$ cat config.mk
export PLATFORM = sky130hd
export DESIGN_NAME = lut_table_loader_flat
export DESIGN_NICKNAME = d
export VERILOG_FILES = /design/src/rtl/lut_table_loader_pkg.sv /design/src/rtl/lut_table_loader_if.sv /design/src/rtl/lut_frame_packer.sv /design/src/rtl/lut_table_loader.sv /design/src/flat_wrapper.sv
export SDC_FILE = /design/constraint.sdc
export NUM_CORES = 1
export LEC_CHECK = 0
export ABC_AREA = 1
export CAP_MARGIN = 20
export CORE_AREA = 2 2 109 111
export DETAILED_ROUTE_END_ITERATION = 12
export DIE_AREA = 0 0 111 113
export GPL_ROUTABILITY_DRIVEN = 0
export HOLD_SLACK_MARGIN = 0.12
export PLACE_DENSITY_LB_ADDON = 0.1
export SYNTH_ARGS = -nofsm -noshare
export SYNTH_HDL_FRONTEND = slang
export SYNTH_SLANG_ARGS = --single-unit
export TNS_END_PERCENT = 50
$ cat constraint.sdc
create_clock -name clk -period 3.4 [get_ports clk]
set_input_delay 0.68 -clock clk [delete_from_list [all_inputs] [get_ports clk]]
set_output_delay 0.68 -clock clk [all_outputs]
set_load 0.005 [all_outputs]
$ cat src/rtl/lut_table_loader_pkg.sv
// Shared types and sizing helpers for the LUT-neuron table writer and the
// neuron-table memory it feeds.
package lut_cfg_pkg;

    // Defaults shared with the neuron-table memory instance.
    localparam int DEF_IN_BITS     = 6;
    localparam int DEF_OUT_BITS    = 1;
    localparam int DEF_NUM_NEURONS = 128;
    localparam int DEF_CFG_W       = 8;
    localparam int CFG_ID_W        = 8;   // stream-side neuron id width

    typedef enum logic [1:0] {
        IDLE   = 2'd0,
        LOAD   = 2'd1,
        DRAIN  = 2'd2,
        COMMIT = 2'd3
    } lut_cfg_state_e;

    // Width of one neuron's full truth table.
    function automatic int tbl_w(input int in_bits, input int out_bits);
        return (1 << in_bits) * out_bits;
    endfunction

    // Stream beats needed to carry one truth table.
    function automatic int beats(input int in_bits, input int out_bits, input int cfg_w);
        return tbl_w(in_bits, out_bits) / cfg_w;
    endfunction

endpackage

$ cat src/rtl/lut_table_loader_if.sv
// Configuration stream plus table-write bus of the LUT table loader.
// master = stream source / table memory side, slave = the loader.
interface lut_table_loader_if
    import lut_cfg_pkg::*;
#(
    parameter int IN_BITS     = DEF_IN_BITS,
    parameter int OUT_BITS    = DEF_OUT_BITS,
    parameter int NUM_NEURONS = DEF_NUM_NEURONS,
    parameter int CFG_W       = DEF_CFG_W
);
    localparam int TBL_W = tbl_w(IN_BITS, OUT_BITS);
    localparam int ID_W  = $clog2(NUM_NEURONS);

    // configuration byte stream
    logic                cfg_valid;
    logic                cfg_ready;
    logic [CFG_W-1:0]    cfg_data;
    logic [CFG_ID_W-1:0] cfg_id;
    logic                cfg_last;

    // table memory write port and status
    logic                tbl_we;
    logic [ID_W-1:0]     tbl_addr;
    logic [TBL_W-1:0]    tbl_data;
    logic                done;
    logic                err;
    logic                busy;

    modport master (
        output cfg_valid, cfg_data, cfg_id, cfg_last,
        input  cfg_ready, tbl_we, tbl_addr, tbl_data, done, err, busy
    );

    modport slave (
        input  cfg_valid, cfg_data, cfg_id, cfg_last,
        output cfg_ready, tbl_we, tbl_addr, tbl_data, done, err, busy
    );

endinterface

$ cat src/rtl/lut_frame_packer.sv
// Beat counter plus indexed beat write into the staging table register.
// clear restarts the frame (and may coincide with wr for beat 0); the
// counter saturates at BEATS so over-long frames never wrap onto slot 0.
module lut_frame_packer #(
    parameter int TBL_W = 64,
    parameter int CFG_W = 8,
    parameter int BEATS = TBL_W / CFG_W,
    parameter int CNT_W = $clog2(BEATS) + 1
) (
    input  logic             clk,
    input  logic             rst_n,
    input  logic             clear,
    input  logic             wr,
    input  logic [CFG_W-1:0] din,
    output logic             full,
    output logic [TBL_W-1:0] word_nxt
);

    logic [CNT_W-1:0] cnt_q, cnt_d;
    logic [TBL_W-1:0] word_q, word_d;
    logic [CNT_W-1:0] base_cnt;

    // Next beat slot and staging word; the write lands in the slot chosen by
    // the count as it stands after an optional clear.
    always_comb begin
        base_cnt = clear ? '0 : cnt_q;
        cnt_d    = base_cnt;
        word_d   = clear ? '0 : word_q;
        if (wr) begin
            for (int b = 0; b < BEATS; b++) begin
                if (base_cnt == CNT_W'(b))
                    word_d[b*CFG_W +: CFG_W] = din;
            end
            if (base_cnt != CNT_W'(BEATS))
                cnt_d = base_cnt + CNT_W'(1);
        end
    end

    // Counter and staging register.
    always_ff @(posedge clk or negedge rst_n) begin
        if (!rst_n) begin
            cnt_q  <= '0;
            word_q <= '0;
        end else begin
            cnt_q  <= cnt_d;
            word_q <= word_d;
        end
    end

    // full: the next accepted beat fills the last slot of the table.
    assign full     = (cnt_q == CNT_W'(BEATS - 1));
    // word_nxt includes the beat being written this cycle, so the top can
    // capture a completed table on the same edge as the final beat.
    assign word_nxt = word_d;

endmodule

$ cat src/rtl/lut_table_loader.sv
// Runtime writer for LUT-neuron truth tables: collects one table per
// valid/ready frame and commits it with a single-cycle write strobe.
// Parameters must match those of the connected lut_table_loader_if.
module lut_table_loader
    import lut_cfg_pkg::*;
#(
    parameter int IN_BITS     = DEF_IN_BITS,
    parameter int OUT_BITS    = DEF_OUT_BITS,
    parameter int NUM_NEURONS = DEF_NUM_NEURONS,
    parameter int CFG_W       = DEF_CFG_W
) (
    input  logic              clk,
    input  logic              rst_n,
    lut_table_loader_if.slave bus
);

    localparam int TBL_W = tbl_w(IN_BITS, OUT_BITS);
    localparam int BEATS = beats(IN_BITS, OUT_BITS, CFG_W);
    localparam int ID_W  = $clog2(NUM_NEURONS);

    lut_cfg_state_e   state_q, state_d;
    logic             cfg_ready_q, cfg_ready_d;
    logic             err_q, err_d;
    logic [ID_W-1:0]  id_q, id_d;
    logic [ID_W-1:0]  tbl_addr_q, tbl_addr_d;
    logic [TBL_W-1:0] tbl_data_q, tbl_data_d;

    logic             acc;
    logic             id_bad;
    logic             pk_clear, pk_wr, pk_full;
    logic [TBL_W-1:0] pk_word_nxt;

    assign acc    = bus.cfg_valid && cfg_ready_q;
    assign id_bad = (32'(bus.cfg_id) >= 32'(NUM_NEURONS));

    lut_frame_packer #(
        .TBL_W (TBL_W),
        .CFG_W (CFG_W),
        .BEATS (BEATS)
    ) u_packer (
        .clk      (clk),
        .rst_n    (rst_n),
        .clear    (pk_clear),
        .wr       (pk_wr),
        .din      (bus.cfg_data),
        .full     (pk_full),
        .word_nxt (pk_word_nxt)
    );

    // Frame FSM: next state, packer controls, and commit-time capture of
    // address/data so the write port only changes when a table is committed.
    always_comb begin
        state_d    = state_q;
        err_d      = 1'b0;
        id_d       = id_q;
        tbl_addr_d = tbl_addr_q;
        tbl_data_d = tbl_data_q;
        pk_clear   = 1'b0;
        pk_wr      = 1'b0;

        case (state_q)
            IDLE: begin
                if (acc) begin
                    pk_clear = 1'b1;
                    pk_wr    = 1'b1;
                    id_d     = bus.cfg_id[ID_W-1:0];
                    if (bus.cfg_last) begin
                        // single-beat frame: only complete if the table is one beat
                        if (id_bad || BEATS > 1) begin
                            err_d = 1'b1;
                        end else begin
                            state_d    = COMMIT;
                            tbl_addr_d = bus.cfg_id[ID_W-1:0];
                            tbl_data_d = pk_word_nxt;
                        end
                    end else if (id_bad || BEATS == 1) begin
                        state_d = DRAIN;
                    end else begin
                        state_d = LOAD;
                    end
                end
            end
            LOAD: begin
                if (acc) begin
                    pk_wr = 1'b1;
                    if (pk_full) begin
                        if (bus.cfg_last) begin
                            state_d    = COMMIT;
                            tbl_addr_d = id_q;
                            tbl_data_d = pk_word_nxt;
                        end else begin
                            state_d = DRAIN;
                        end
                    end else if (bus.cfg_last) begin
                        err_d   = 1'b1;
                        state_d = IDLE;
                    end
                end
            end
            DRAIN: begin
                // swallow the rest of a bad frame; packer count saturates
                if (acc) begin
                    pk_wr = 1'b1;
                    if (bus.cfg_last) begin
                        err_d   = 1'b1;
                        state_d = IDLE;
                    end
                end
            end
            COMMIT: begin
                state_d = IDLE;
            end
            default: begin
                state_d = IDLE;
            end
        endcase
    end

    // Ready is registered: held low only for the commit cycle.
    always_comb begin
        cfg_ready_d = (state_d != COMMIT);
    end

    // State and output registers.
    always_ff @(posedge clk or negedge rst_n) begin
        if (!rst_n) begin
            state_q     <= IDLE;
            cfg_ready_q <= 1'b0;
            err_q       <= 1'b0;
            id_q        <= '0;
            tbl_addr_q  <= '0;
            tbl_data_q  <= '0;
        end else begin
            state_q     <= state_d;
            cfg_ready_q <= cfg_ready_d;
            err_q       <= err_d;
            id_q        <= id_d;
            tbl_addr_q  <= tbl_addr_d;
            tbl_data_q  <= tbl_data_d;
        end
    end

    assign bus.cfg_ready = cfg_ready_q;
    assign bus.tbl_we    = (state_q == COMMIT);
    assign bus.done      = (state_q == COMMIT);
    assign bus.err       = err_q;
    assign bus.busy      = (state_q != IDLE);
    assign bus.tbl_addr  = tbl_addr_q;
    assign bus.tbl_data  = tbl_data_q;

endmodule

$ cat src/flat_wrapper.sv
// flat-port wrapper written by rule: the top's interface ports become plain ports
module lut_table_loader_flat import lut_cfg_pkg::*;
#(
    parameter int IN_BITS     = DEF_IN_BITS,
    parameter int OUT_BITS    = DEF_OUT_BITS,
    parameter int NUM_NEURONS = DEF_NUM_NEURONS,
    parameter int CFG_W       = DEF_CFG_W
)
  (clk, rst_n, bus_cfg_valid, bus_cfg_data, bus_cfg_id, bus_cfg_last, bus_cfg_ready, bus_tbl_we, bus_tbl_addr, bus_tbl_data, bus_done, bus_err, bus_busy);
  lut_table_loader_if #(.IN_BITS(IN_BITS), .OUT_BITS(OUT_BITS), .NUM_NEURONS(NUM_NEURONS), .CFG_W(CFG_W)) bus_i ();
  input  logic clk;
  input  logic rst_n;
  input wire logic [$bits(bus_i.cfg_valid)-1:0] bus_cfg_valid;
  input wire logic [$bits(bus_i.cfg_data)-1:0] bus_cfg_data;
  input wire logic [$bits(bus_i.cfg_id)-1:0] bus_cfg_id;
  input wire logic [$bits(bus_i.cfg_last)-1:0] bus_cfg_last;
  output wire logic [$bits(bus_i.cfg_ready)-1:0] bus_cfg_ready;
  output wire logic [$bits(bus_i.tbl_we)-1:0] bus_tbl_we;
  output wire logic [$bits(bus_i.tbl_addr)-1:0] bus_tbl_addr;
  output wire logic [$bits(bus_i.tbl_data)-1:0] bus_tbl_data;
  output wire logic [$bits(bus_i.done)-1:0] bus_done;
  output wire logic [$bits(bus_i.err)-1:0] bus_err;
  output wire logic [$bits(bus_i.busy)-1:0] bus_busy;
  assign bus_i.cfg_valid = bus_cfg_valid;
  assign bus_i.cfg_data = bus_cfg_data;
  assign bus_i.cfg_id = bus_cfg_id;
  assign bus_i.cfg_last = bus_cfg_last;
  assign bus_cfg_ready = bus_i.cfg_ready;
  assign bus_tbl_we = bus_i.tbl_we;
  assign bus_tbl_addr = bus_i.tbl_addr;
  assign bus_tbl_data = bus_i.tbl_data;
  assign bus_done = bus_i.done;
  assign bus_err = bus_i.err;
  assign bus_busy = bus_i.busy;
  lut_table_loader #(.IN_BITS(IN_BITS), .OUT_BITS(OUT_BITS), .NUM_NEURONS(NUM_NEURONS), .CFG_W(CFG_W)) u_core (.clk(clk), .rst_n(rst_n), .bus(bus_i));
endmodule
# Word-level counts from Yosys, hierarchy flattened
# Cells that the tools add are included.
# W data, S select, Z words.
dict set report op_classes {
  n_eq_ne 13
  n_mux 30
  reduce_logical 8
  addsub 1
  n_lt_le_gt_ge 1
}
# cell count
set ops {}
lappend ops {{$mux W64} 2}
lappend ops {{$mux W8} 8}
lappend ops {{$eq A4 B3 Y1 const B} 5}
lappend ops {{$mux W2} 7}
lappend ops {{$mux W4} 3}
lappend ops {{$eq A4 B2 Y1 const B} 2}
lappend ops {{$ge A8 B8 Y1 const B} 1}
lappend ops {{$mux W1} 8}
lappend ops {{$pmux W2 S4} 1}
lappend ops {{$add A4 B1 Y4 const B} 1}
lappend ops {{$eq A2 B2 Y1 const B} 2}
lappend ops {{$eq A4 B1 Y1 const B} 1}
lappend ops {{$logic_not A4 Y1} 1}
lappend ops {{$ne A4 B4 Y1 const B} 1}
lappend ops {{$reduce_and A4 Y1} 1}
lappend ops {{$reduce_or A3 Y1} 1}
lappend ops {{$eq A2 B1 Y1 const B} 1}
lappend ops {{$logic_not A2 Y1} 1}
lappend ops {{$ne A2 B2 Y1 const B} 1}
lappend ops {{$pmux W1 S2} 1}
lappend ops {{$reduce_and A2 Y1} 1}
lappend ops {{$reduce_bool A2 Y1} 1}
lappend ops {{$reduce_or A2 Y1} 1}
lappend ops {{$logic_and A1 B1 Y1} 1}
dict set report totals {
  out_inout_bits 76
  in_bits 20
  register_bits 150
  elab_cells 61
}

# Depth between registers and ports, before layout
dict set report logic_depth {
  word_depth 7
  mapped_depth 13
  depth_no_buf 13
}

# Modules after synthesis
# A second synthesis with hierarchy kept.
dict set report hier_totals {
  hier_cells 770
  hier_area_um2 7275.7
}
# module seq_area_each_um2 area_each_um2 n_inst cells_each
set by_module_without_submodules {}
lappend by_module_without_submodules {lut_table_loader 2052.0 4115.2 1 373}
lappend by_module_without_submodules {lut_frame_packer 1701.6 3160.5 1 397}

# Least setup slack after synthesis
# Ideal clock, no wire load.
dict set report synth_path {
  path_kind {input to register}
  start {input bus_cfg_valid}
  end {register u_core.tbl_data_q[22] (netlist: u_core.bus.tbl_data[22])}
  t_required_ns 3.279
  path_buffers 1
  setup_ns 0.121
  stages 12
  arrival_ns 1.900
  path_slack_ns 1.379
  path_cell_list {nand2_2 -> inv_4 -> nand2_8 -> nand2_4 -> inv_2 -> ha_1 -> inv_1 -> nor2_4 -> nand2_4 -> buf_6 -> o21ai_2 -> o21ai_2}
}
dict set report synth_via {
  elab_chain_cells 7
  elab_cells_between_ends 10
  classes_between {1 x eq/ne; 7 x mux; 2 x reduce/logical}
}
# item line
set synth_rtl {}
lappend synth_rtl {{from (decl)} flat_wrapper.sv:13} ;# input wire logic [$bits(bus_i.cfg_valid)-1:0] bus_cfg_valid;
lappend synth_rtl {{$logic_and A1 B1 Y1 *} lut_table_loader.sv:33} ;# assign acc = bus.cfg_valid && cfg_ready_q;
lappend synth_rtl {{$mux W1} {lut_table_loader.sv:63, lut_table_loader.sv:84, lut_table_loader.sv:102}}
lappend synth_rtl {{$mux W1} lut_table_loader.sv:61} ;# case (state_q)
lappend synth_rtl {{$mux W4} lut_frame_packer.sv:26} ;# base_cnt = clear ? '0 : cnt_q;
lappend synth_rtl {{$eq A4 B2 Y1} lut_frame_packer.sv:31} ;# if (base_cnt == CNT_W'(b))
lappend synth_rtl {{$mux W8} lut_frame_packer.sv:31}
lappend synth_rtl {{$mux W64} lut_frame_packer.sv:29} ;# if (wr) begin
lappend synth_rtl {{to (signal assigned)} lut_table_loader.sv:139} ;# tbl_data_q <= tbl_data_d;
lappend synth_rtl {{to (decl)} lut_table_loader.sv:26} ;# logic [TBL_W-1:0] tbl_data_q, tbl_data_d;
# Every way passes the cells marked *; elsewhere a longest branch is shown, timed or not.
# A chain may end at the register's enable or synchronous reset.

# Worst setup path in the final report
dict set report layout_path {
  start {input bus_cfg_valid}
  end {register u_core.tbl_data_q[14] (netlist: u_core.bus.tbl_data[14])}
}
dict set report layout_via {
  elab_chain_cells 7
  elab_cells_between_ends 10
  classes_between {1 x eq/ne; 7 x mux; 2 x reduce/logical}
}
# item line
set layout_rtl {}
lappend layout_rtl {{$logic_and A1 B1 Y1 *} lut_table_loader.sv:33}
lappend layout_rtl {{$mux W1 *} {lut_table_loader.sv:63, lut_table_loader.sv:84, lut_table_loader.sv:102}}
lappend layout_rtl {{$mux W1} lut_table_loader.sv:61}
lappend layout_rtl {{$mux W4} lut_frame_packer.sv:26}
lappend layout_rtl {{$eq A4 B1 Y1} lut_frame_packer.sv:31}
lappend layout_rtl {{$mux W8} lut_frame_packer.sv:31}
lappend layout_rtl {{$mux W64 *} lut_frame_packer.sv:29}
lappend layout_rtl {{named net u_core.pk_word_nxt[14]} lut_table_loader.sv:31} ;# logic [TBL_W-1:0] pk_word_nxt;
# The timed path passes the listed nets; every way through them passes the cells marked *.

==> impl_metrics.env <==
export IMPL_r2r_start="u_core.state_q[1]"
export IMPL_postPlaceCellArea_sq_um=7590
export IMPL_synth_edf_count=0
export IMPL_cp_arrival_ns=2.89
export IMPL_cp_common_cell="nand2_1"
export IMPL_cts_hold_buf=0
export IMPL_grt_overflow=0
export IMPL_layout_commonest_cell="nand2_1"
export IMPL_antenna_found_initial=0
export IMPL_netlist_area_sq_um=6610
export IMPL_worst_setup_path_start_kind="primary input"
export IMPL_die_y_um=113
export IMPL_status="completed"
export IMPL_dr_pass1_iters=5
export IMPL_required_ns=3.70
export IMPL_grt_usage=0.269
export IMPL_drive_above_1_share=0.0903
export IMPL_synth_flop_cell="dfrtp_1"
export IMPL_synth_top_family_by_area="simple AND/OR/NAND/NOR gates"
export IMPL_report_final_slew_viol_count=0
export IMPL_area_growth_pct=24.1
export IMPL_crit_path_end_kind="flip-flop"
export IMPL_synth_xor_area_frac=0
export IMPL_layout_common_cells="320 x nand2_1, 150 x dfrtp_1, 98 x nand3_1"
export IMPL_die_w_um=111
export IMPL_dp_hpwl_um=9950
export IMPL_cts_made_buffers=17
export IMPL_start_util=0.586
export IMPL_critPathMaxFanout=42
export IMPL_fmax_ghz=0.387
export IMPL_clockRootBuffer="clkbuf_16"
export IMPL_synth_adder_area_share=0.00189
export IMPL_relSlewSlack=0.429
export IMPL_ioPinCount=96
export IMPL_ys_ff_latch=150
export IMPL_grt_first_pass_wirelength_um=26600
export IMPL_maxCapViolCount=0
export IMPL_period_needed_ns=2.58
export IMPL_crit_type="in -> reg"
export IMPL_fin_crit_sh=0.760
export IMPL_port_buffers=95
export IMPL_antenna_left=0
export IMPL_drtIter0Drc=398
export IMPL_ys_types=31
export IMPL_avgSynthCellArea_sq_um=8.80
export IMPL_nNetsFinal=861
export IMPL_clkSlewWorstSetupHoldPaths_ns=0.06
export IMPL_max_stage_delay_ns=0.48
export IMPL_design_area_sq_um=8200
export IMPL_startpoint="bus_cfg_valid"
export IMPL_viasPerCell=5.35
export IMPL_ys_seq_area_frac=0.568
export IMPL_final_setup_worst_slack_ns=0.817
export IMPL_path_buf_inv=2
export IMPL_grt_max_degree=81
export IMPL_clk_latency_ns=0.42
export IMPL_critPathSlowestCell="nand2_1"
export IMPL_synth_simple_area_share=0.338
export IMPL_syn_inst=751
export IMPL_ys_warnings_count=0
export IMPL_rsz0062_at_grt="no"
export IMPL_clock_skew_ns=0.00794
export IMPL_critical_path_top_delay_family="simple AND/OR/NAND/NOR gates"
export IMPL_utilization=0.727
export IMPL_p_per_area_nw_per_um2=613
export IMPL_async_flop_share=1.00
export IMPL_drc=0
export IMPL_hp_class="in -> async"
export IMPL_pre_cts_ws_ns=0.433
export IMPL_setup_tns_ns=0
export IMPL_fill_cells=848
export IMPL_p_leak_nw=4.32
export IMPL_postCtsSetupRepairBufs=0
export IMPL_clockBufferDepth=2
export IMPL_post_cts_resized=0
export IMPL_finalHoldViolCount=0
export IMPL_dieArea_sq_um=12500
export IMPL_grt_pass1_vias=5313
export IMPL_antenna_cells=0
export IMPL_cts_tree="yes"
export IMPL_num_rows=39
export IMPL_synth_compound_area_share=0.0379
export IMPL_finalSetupViolCount=0
export IMPL_synth_nets=772
export IMPL_peakVddDrop_uv=393
export IMPL_path_cells="clkdlybuf4s50_1, nand2_2, inv_4, nand2_8, o21ai_4, nand2_1, nand2_1, nand2_1, nand2_1, nand2_1"
export IMPL_clock_sink_count=150
export IMPL_wirelength_um=16000
export IMPL_num_vias=5330
export IMPL_wl_per_cell_um=16.0
export IMPL_whs_ns=0.270
export IMPL_muxShareOfSynthArea=0
export IMPL_core_sq_um=11300
export IMPL_worstMarginPinSlew_ns=0.857
export IMPL_cts_htree_levels=4
-- final timing paths --
| kind | end | slack [ns] | depth (start not counted) |
|---|---|---|---|
| worst min-delay path | u_core.bus.tbl_data[9] | 0.27 | 1 |
| max in group asynchronous | u_core.u_packer.word_q[24] | 2.34 | 2 |
| worst min register to register | u_core.bus.tbl_addr[5] | 0.47 | 2 |
| worst max register to register | u_core.bus.tbl_data[14] | 1.11 | 8 |
| worst max-delay path | u_core.bus.tbl_data[14] | 0.82 | 10 |
| min in group clk | u_core.bus.tbl_addr[5] | 0.47 | 2 |
-- power breakdown --
group          leakage, nW  switching (W)  internal [W]  total, W
clock                0.295       0.000742       0.00119   0.00193
sequential            2.04       0.000112       0.00204   0.00215
combinational         1.98       0.000610      0.000334  0.000944
-- layout make-up --
class	count	area [sq um]	share of cell area
clock buffers	19	453	0.0553
inverters	37	144	0.0176
well taps	143	179	0.0218
repair buffers	102	1020	0.124
clock inverters	13	155	0.0189
multi-input cells	532	2500	0.304
flip-flops and latches	150	3750	0.458
-- synth_stat cells, types with 2 or more instances --
master    instances  area share
inv_4             2      0.0019
nand2_4           3      0.0051
nand3_2           2      0.0030
buf_6             6       0.010
o21ai_0           4      0.0030
nor2_1           15      0.0085
nand3_1          98       0.074
o21ai_1           6      0.0045
o21ai_2          10       0.013
inv_1            33       0.019
inv_2             2      0.0011
nand2_2           7      0.0066
nor2_4            6       0.010
o21a_1            8      0.0091
nand2_1         320        0.18
dfrtp_1         150        0.57
clkbuf_1          3      0.0017
buf_2            15       0.011
nand4_1           3      0.0028
buf_4             8      0.0091
and2_1           40       0.038
-- per-layer routing --
layer	GRT usage	part of all wire	vias to the layer above
met5	0	0	-
met4	0.104	0.018	0
met3	0.0552	0.062	24
met2	0.427	0.47	178
met1	0.370	0.45	2594
li1	-	-	2534
-- sequential cells by signal (all words and copies together), names as in the netlist --
signal / cells
u_core.u_packer.cnt_q: 4
u_core.u_packer.word_q: 64
u_core.bus.tbl_addr: 7
u_core.bus.tbl_data: 64
u_core.bus.err: 1
u_core.id_q: 7
u_core.bus.cfg_ready: 1
u_core.state_q: 2
-- through the flow --
stage / power (W) / std cells
finish: 0.00503 / 996
global route: 0.00527 / 996
CTS: 0.00504 / 996
detailed placement: 0.00310 / 964
global placement: 0.00306 / 964
floorplan: 0.00284 / 751
-- kinds of logic after synthesis --
| kind of cell | count (synthesis) |
|---|---|
| fa+ha+maj | 1 |
| compound gates | 33 |
| buf+inv | 69 |
| flops | 150 |
| simple gates | 498 |
Power figures use the tool's default switching activity.
